**config.mk**
```make
export PLATFORM = sky130hd
export DESIGN_NAME = codec_config_sequencer
export DESIGN_NICKNAME = d
export VERILOG_FILES = /design/src/rtl/codec_config_sequencer.sv
export SDC_FILE = /design/constraint.sdc
export NUM_CORES = 1
export LEC_CHECK = 0
export ABC_AREA = 1
export CAP_MARGIN = 20
export CORE_MARGIN = 5
export CORE_UTILIZATION = 50
export DETAILED_ROUTE_END_ITERATION = 16
export PLACE_DENSITY = 0.87
export REMOVE_ABC_BUFFERS = 1
export SLEW_MARGIN = 40
export SYNTH_ARGS = -nofsm -noshare
export SYNTH_HDL_FRONTEND = slang
export SYNTH_SLANG_ARGS = --single-unit
```
**constraint.sdc**
```tcl
create_clock -name i_clock -period 4.7 [get_ports i_clock]
set_input_delay 0.47 -clock i_clock [delete_from_list [all_inputs] [get_ports i_clock]]
set_output_delay 0.47 -clock i_clock [all_outputs]
set_load 0.03 [all_outputs]
```
**src/rtl/codec_config_sequencer.sv**
```systemverilog
// Codec power-up sequencer: walks a command table over the shared SPI controller, then grants it to a host port.
// Build option CONFIG_TABLE_SENTINEL_EN: an all-ones table word ends the table early without an SPI transaction.
module codec_config_sequencer #(
    parameter int NUM_CMDS       = 16,
    parameter int ADDR_WIDTH     = 8,
    parameter int GAP_CYCLES     = 100,
    parameter int TIMEOUT_CYCLES = 4096,
    parameter int SPI_DATA_WIDTH = 32
) (
    input  logic                      i_clock,
    input  logic                      i_reset_n,
    input  logic                      i_start,
    output logic [ADDR_WIDTH-1:0]     o_table_addr,
    input  logic [SPI_DATA_WIDTH-1:0] i_table_data,
    input  logic                      i_host_valid,
    output logic                      o_host_ready,
    input  logic [SPI_DATA_WIDTH-1:0] i_host_data,
    output logic                      o_spi_valid,
    input  logic                      i_spi_ready,
    output logic [SPI_DATA_WIDTH-1:0] o_spi_data,
    input  logic                      i_spi_done,
    output logic                      o_busy,
    output logic                      o_config_done,
    output logic                      o_error
);

    // state      | meaning
    // IDLE       | after reset, waits for i_start
    // FETCH      | table address out, word latched at end of cycle
    // ISSUE      | table word offered to SPI controller
    // WAIT_DONE  | waits for i_spi_done, timeout armed
    // GAP        | inter-command idle time (shared by table and host)
    // READY      | table done, host port open
    // HOST_ISSUE | host word offered to SPI controller
    // HOST_WAIT  | waits for i_spi_done of host word
    // FAULT      | done timeout, waits for i_start
    typedef enum logic [3:0] {
        S_IDLE, S_FETCH, S_ISSUE, S_WAIT_DONE, S_GAP,
        S_READY, S_HOST_ISSUE, S_HOST_WAIT, S_FAULT
    } state_t;

    localparam int TMR_MAX = (TIMEOUT_CYCLES > GAP_CYCLES) ? TIMEOUT_CYCLES : GAP_CYCLES;
    localparam int TMR_W   = $clog2(TMR_MAX + 1);
    localparam logic [TMR_W-1:0]      TMO_LOAD = TMR_W'(TIMEOUT_CYCLES - 1);
    localparam logic [TMR_W-1:0]      GAP_LOAD = TMR_W'(GAP_CYCLES - 1);
    localparam logic [ADDR_WIDTH-1:0] LAST_IDX = ADDR_WIDTH'(NUM_CMDS - 1);

    state_t                state;
    logic [ADDR_WIDTH-1:0] index;
    logic [TMR_W-1:0]      timer;
    logic                  host_txn;
    logic                  start_ok;
    logic                  sentinel_hit;

    assign o_table_addr = index;
    assign start_ok = i_start && (state == S_IDLE || state == S_READY || state == S_FAULT);

`ifdef CONFIG_TABLE_SENTINEL_EN
    assign sentinel_hit = (i_table_data == {SPI_DATA_WIDTH{1'b1}});
`else
    assign sentinel_hit = 1'b0;
`endif

    always_ff @(posedge i_clock) begin
        if (!i_reset_n) begin
            state         <= S_IDLE;
            index         <= '0;
            timer         <= '0;
            host_txn      <= 1'b0;
            o_spi_valid   <= 1'b0;
            o_spi_data    <= '0;
            o_host_ready  <= 1'b0;
            o_busy        <= 1'b0;
            o_config_done <= 1'b0;
            o_error       <= 1'b0;
        end else begin
            o_host_ready <= 1'b0;
            if (start_ok) begin
                state         <= S_FETCH;
                index         <= '0;
                host_txn      <= 1'b0;
                o_busy        <= 1'b1;
                o_config_done <= 1'b0;
                o_error       <= 1'b0;
            end else begin
                case (state)
                    S_FETCH: begin
                        if (sentinel_hit) begin
                            state         <= S_READY;
                            o_busy        <= 1'b0;
                            o_config_done <= 1'b1;
                        end else begin
                            o_spi_data  <= i_table_data;
                            o_spi_valid <= 1'b1;
                            state       <= S_ISSUE;
                        end
                    end
                    S_ISSUE, S_HOST_ISSUE: begin
                        if (i_spi_ready) begin
                            o_spi_valid <= 1'b0;
                            timer       <= TMO_LOAD;
                            state       <= (state == S_ISSUE) ? S_WAIT_DONE : S_HOST_WAIT;
                        end
                    end
                    S_WAIT_DONE, S_HOST_WAIT: begin
                        if (i_spi_done) begin
                            timer <= GAP_LOAD;
                            state <= S_GAP;
                        end else if (timer == '0) begin
                            state   <= S_FAULT;
                            o_error <= 1'b1;
                            o_busy  <= 1'b0;
                        end else begin
                            timer <= timer - TMR_W'(1);
                        end
                    end
                    S_GAP: begin
                        if (timer != '0) begin
                            timer <= timer - TMR_W'(1);
                        end else if (host_txn) begin
                            host_txn <= 1'b0;
                            o_busy   <= 1'b0;
                            state    <= S_READY;
                        end else if (index == LAST_IDX) begin
                            o_busy        <= 1'b0;
                            o_config_done <= 1'b1;
                            state         <= S_READY;
                        end else begin
                            index <= index + ADDR_WIDTH'(1);
                            state <= S_FETCH;
                        end
                    end
                    S_READY: begin
                        // i_start has priority here; a colliding host request is simply not acked
                        if (i_host_valid) begin
                            o_host_ready <= 1'b1;
                            o_spi_data   <= i_host_data;
                            o_spi_valid  <= 1'b1;
                            o_busy       <= 1'b1;
                            host_txn     <= 1'b1;
                            state        <= S_HOST_ISSUE;
                        end
                    end
                    S_IDLE, S_FAULT: ;
                    default: state <= S_IDLE;
                endcase
            end
        end
    end

endmodule
```
==> reports/qor.yml <==
cts:
  clock_sinks: 63
  htree_levels: 3
  cts_setup_buffers: 0
  clk_path_buf_depth: 2
  ctsResizeCount: 0
  worstSkewPairLatency_ns: 0.35
  cts_tree: "built"
  cts-buffers-inserted: 9
  cts_hold_buffers: 0
  clk_pin_slew_worst_paths_ns: 0.07
  ctsRootBufferMaster: "clkbuf_8"
worst_setup_path:
  required_ns: 4.92
  r2r_cells: 11
  path_max_fanout: 35
  worstPathArrival_ns: 2.71
  cp-end-kind: "flop"
  startpoint_type: "flop"
  crit_type: "reg2reg"
  r2r_slack_ns: 2.21
global_route:
  grt_pass1_vias: 3558
  grt_pass1_wl_um: 16100
  grt_start_max_net_pins: 36
  grt_use_total: 0.233
  antenna_found_initial: 0
  gr-total-overflow: 0
final_layout:
  n_antenna_cell: 0
  syn2layout_area_growth_pct: 39.4
  drive_gt1_frac: 0.0500
  final_core_util: 0.708
  fin_nets: 728
  stdcell_area_um2: 4760
pwr:
  power.total_w: 0.00294
  ir_drop_v: 0.000262
  p_leak_nw: 2.04
  power_density_nw_per_um2: 618
drt:
  drt-wirelength-per-cell_um: 13.1
  drtAntennaViolNets: 0
  vias: 3805
  dr.first_iter.drc_count: 249
  drt_first_pass_iters: 5
  post_drt_via_cell_ratio: 5.14
  route.detailed.drc: 0
  totalWireLength_um: 9730
floorplanning:
  die_h_um: 92.6
  rows: 30
  die_w_um: 92.6
  initial_utilization: 0.508
  io_pins: 115
  die_area_um2: 8580
  coreArea_um2: 6720
place:
  dp_hpwl_um: 6990
  postPlaceCellArea_um2: 4560
  port_buffers: 114
  gp_congestion: 0.910
logic_synthesis:
  postSynthCellCount: 546
  avgSynthCellArea_um2: 6.25
  yosys_warnings: 0
  ys_ff_latch: 63
  yosysSeqAreaShare: 0.370
  syn_area_um2: 3410
  ys_types: 26
worst_hold_path:
  hold_depth: 1
  hold_class: "reg2reg"
timing:
  rsz0062_at_grt: "no"
  whs_ns: 0.456
  tns_ns: 0
  worst_slew_pin_slew_ns: 0.617
  slew_violations: 0
  clock_skew_ns: 0.00780
  setup_violations: 0
  relSlewSlack: 0.587
  hold_violations: 0
  period_share: 0.530
  min_period_ns: 2.49
  clock.fmax_mhz: 402
job:
  cap_violations: 0
status:
  status: "complete, no violations"
worst max-delay path: stages, from the launching register on:
cell	delay (ns)
dfxtp_1	0.38
inv_2	0.10
nor2_1	0.06
nand2_2	0.48
nand2_1	0.13
nand2_2	0.13
inv_2	0.06
nor3_4	0.10
buf_4	0.37
nand2_4	0.29
nand2_1	0.14
a21oi_1	0.08
through the flow:
step           worst slack (ns)  std cells
2_1_floorplan              2.22        527
3_3_place_gp               2.33        724
3_5_place_dp               2.24        724
4_1_cts                    2.21        740
5_1_grt                    1.93        740
6_report                   2.21        740
logic make-up (layout without fill, tap and decap cells):
kind of cell,Yosys count,in the layout,synth area share
adders and majority gates,3,3,0.0110
xor gates and xnor gates,3,3,0.00770
DFF,63,63,0.370
buffers and inverters,68,182,0.0891
AOI/OAI and AO/OA,78,78,0.117
and+or+nand+nor,331,331,0.405
cell usage in the layout (no fill, tap or decap):
cell	netlist	routed
o211ai_1	1	1
clkdlybuf4s50_1	0	114
dfxtp_1	63	63
nand2_4	1	1
nor2_2	0	1
clkbuf_8	0	10
bufinv_16	0	1
ha_1	3	3
nand2_1	205	205
buf_4	0	3
clkinv_2	0	3
o21a_1	1	1
xor2_1	3	3
clkinvlp_4	0	2
nor3_1	1	1
a31oi_1	2	2
nand2_2	6	6
a21boi_0	1	1
nand3b_1	2	2
clkinv_1	1	1
nor4_1	2	2
inv_2	4	4
nor2_1	49	48
nor2_4	1	1
inv_1	44	44
nand3_1	59	59
nor3_4	1	1
a21oi_1	58	58
o21ai_0	15	15
nand4_1	4	4
routing by layer:
| layer | GRT usage | vias to the layer above | part of all wire |
|---|---|---|---|
| met5 | 0 | - | 0 |
| met4 | 0.0903 | 0 | 0.017 |
| met3 | 0.106 | 15 | 0.11 |
| met2 | 0.372 | 141 | 0.45 |
| met1 | 0.273 | 1692 | 0.42 |
| li1 | - | 1957 | - |
synth_stat cells:
| cell type | number | area [um2] |
|---|---|---|
| nand4_1 | 4 | 25.0 |
| nand2_1 | 205 | 769 |
| o211ai_1 | 1 | 7.51 |
| a31oi_1 | 2 | 12.5 |
| xor2_1 | 3 | 26.3 |
| inv_2 | 4 | 15.0 |
| nand3b_1 | 2 | 15.0 |
| clkbuf_1 | 10 | 37.5 |
| nand2_2 | 6 | 37.5 |
| inv_1 | 44 | 165 |
| nor3_1 | 1 | 5.00 |
| buf_6 | 6 | 67.6 |
| nor2_4 | 1 | 11.3 |
| a21boi_0 | 1 | 7.51 |
| nor4_1 | 2 | 12.5 |
| ha_1 | 3 | 37.5 |
| o21a_1 | 1 | 7.51 |
| dfxtp_1 | 63 | 1260 |
| clkinv_1 | 1 | 3.75 |
| nor2_1 | 49 | 184 |
| buf_2 | 3 | 15.0 |
| nor3_4 | 1 | 16.3 |
| nand3_1 | 59 | 295 |
| nand2_4 | 1 | 11.3 |
| a21oi_1 | 58 | 290 |
| o21ai_0 | 15 | 75.1 |
sequential cells by signal, summed over array words and instances, names as in the netlist:
name,count
o_error,1
host_txn,1
o_table_addr,8
o_spi_data,32
o_spi_valid,1
state,4
timer,13
o_config_done,1
o_busy,1
o_host_ready,1
path summary, 6_finish.rpt:
kind,start,endpoint
min reg2reg,timer[0]$_SDFFE_PN0P_,timer[0]$_SDFFE_PN0P_
max,state[0]$_SDFFE_PN0P_,o_spi_data[24]$_SDFFE_PN0P_
max reg2reg,state[0]$_SDFFE_PN0P_,o_spi_data[24]$_SDFFE_PN0P_
min,timer[0]$_SDFFE_PN0P_,timer[0]$_SDFFE_PN0P_
layout make-up:
| class | count | area [um2] |
|---|---|---|
| clock inverter | 6 | 60.1 |
| clock buffer | 10 | 138 |
| sequential | 63 | 1260 |
| timing repair buffer | 117 | 1160 |
| multi-input combinational | 415 | 1850 |
| inverter | 49 | 184 |
| tap | 80 | 100 |
| fill | 574 | 1960 |
power by group:
group | total [W] | switching [W] | leakage, nW | internal [W]
clock | 0.000473 | 0.000217 | 0.0981 | 0.000256
combinational | 0.00167 | 0.00110 | 1.43 | 0.000576
sequential | 0.000792 | 0.000113 | 0.512 | 0.000679
total | 0.00294 | 0.00143 | 2.04 | 0.00151
No activity file was read; power rests on OpenSTA's default activity.
==> edit, RTL diff (same flow settings) <==
Change the parameter `TIMEOUT_CYCLES` from 4096 to 1024.
--- a/src/rtl/codec_config_sequencer.sv
+++ b/src/rtl/codec_config_sequencer.sv
@@ -6,3 +6,3 @@
     parameter int GAP_CYCLES     = 100,
-    parameter int TIMEOUT_CYCLES = 4096,
+    parameter int TIMEOUT_CYCLES = 1024,
     parameter int SPI_DATA_WIDTH = 32
Formal check against the unedited RTL: same outputs for any inputs over 10 cycles, from zero or initial values and one cycle with i_reset_n low; that may be too few to reach the edited logic, so the function may still have changed.
==> edit against the original RTL <==
- synthesized cell count decreased by 2.9%
- synthesized area decreased by 3.5%
- sequential cell count decreased by 2
- final area decreased by 1.2%
- fmax increased by 2.9%
- die area decreased by 3.1%
- critical path type unchanged
- largest cell class unchanged
- critical endpoint is now o_spi_data[13]$_SDFFE_PN0P_
- utilization increased by 2.8 points
- critical path depth decreased by 2
- highest routed layer unchanged
- wire length decreased by 5.1%
- worst setup slack improved by 70 ps
Power is not compared: it rests on default switching activity, and its combinational part moved more than twofold at a synthesized area within 25%.
==> edit: results (changes against the original RTL) <==
fin_worst_skew_ps: 11.1  # +3.25 ps
grt_first_pass_wirelength_um: 15300  # -5.1%
viasPerCell: 4.99  # -2.9%
grt_util_met2_pct: 36.9  # -0.26 points
place_worst_setup_slack_ps: 2290  # +54.9 ps
nNetsFinal: 712  # -2.2%
finalNonFillerCells: 722  # -2.4%
clkCellAreaFrac_pct: 5.27  # +1.1 points
n_sequential_cell: 61  # -3.2%
avgSynthCellArea_um2: 6.21  # -0.61%
yosys-top-cells-area: "dfxtp_1, nand2_1, nor2_1"
multi_input_area_share_pct: 38.5  # -0.39 points
yosysSeqAreaShare_pct: 37.1  # +0.13 points
inv_count: 42  # -14%
grt_max_degree: 46  # +28%
hold_path_startpoint: "o_spi_valid$_SDFFE_PN0P_"
status: "complete, no violations"
post_route_cells_drive_above_1_share_pct: 6.82  # +1.8 points
r2r_start: "state[3]$_SDFFE_PP0P_"
worstPathArrival_ps: 2690  # -20 ps
multi_input_gates: 409  # -1.4%
met1_usage_pct: 25.2  # -2.1 points
synth_compound_area_share_pct: 10.9  # -0.83 points
synth_common_cells: "nand2_1, nor2_1, dfxtp_1"
grt_pass1_vias: 3510  # -1.3%
postLayoutCellArea_um2: 4700  # -1.2%
wl_per_cell_um: 12.8  # -2.7%
cp-startpoint: "state[3]$_SDFFE_PP0P_"
use_met3_pct: 7.93  # -2.6 points
dr.first_iter.drc_count: 128  # -49%
die_width_um: 91.1  # -1.6%
edit: changes by cell type in the layout (fill, tap and decap cells not counted), sizes merged, moves of 6 or more:
cell	delta
inv	-6
nand3	-33
a21oi	-40
nand2	-29
o21ai	+28
nor2	+66
edit: per-layer routing:
layer | up-vias | share of wire (%)
li1 | 1886 | -
met1 | 1566 | 41
met2 | 133 | 47
met3 | 18 | 9.7
met4 | 0 | 1.8
met5 | - | 0
edit: path summary, 6_finish.rpt:
kind,end,slack (ps),cells after the start
worst max-delay path,o_spi_data[13]$_SDFFE_PN0P_,2280,9
worst min-delay path,o_spi_valid$_SDFFE_PN0P_,470,2
worst max register to register,o_spi_data[13]$_SDFFE_PN0P_,2280,9
worst min register to register,o_spi_valid$_SDFFE_PN0P_,470,2
edit: critical path, cell delays in order, from the launching register on:
cell and delay [ps]:
dfxtp_1 330, inv_2 80, nand2_1 130, nor2_4 610, nand2_2 130, nor3b_4 200, buf_4 190, inv_2 430
nor2_1 100, nor2_1 140
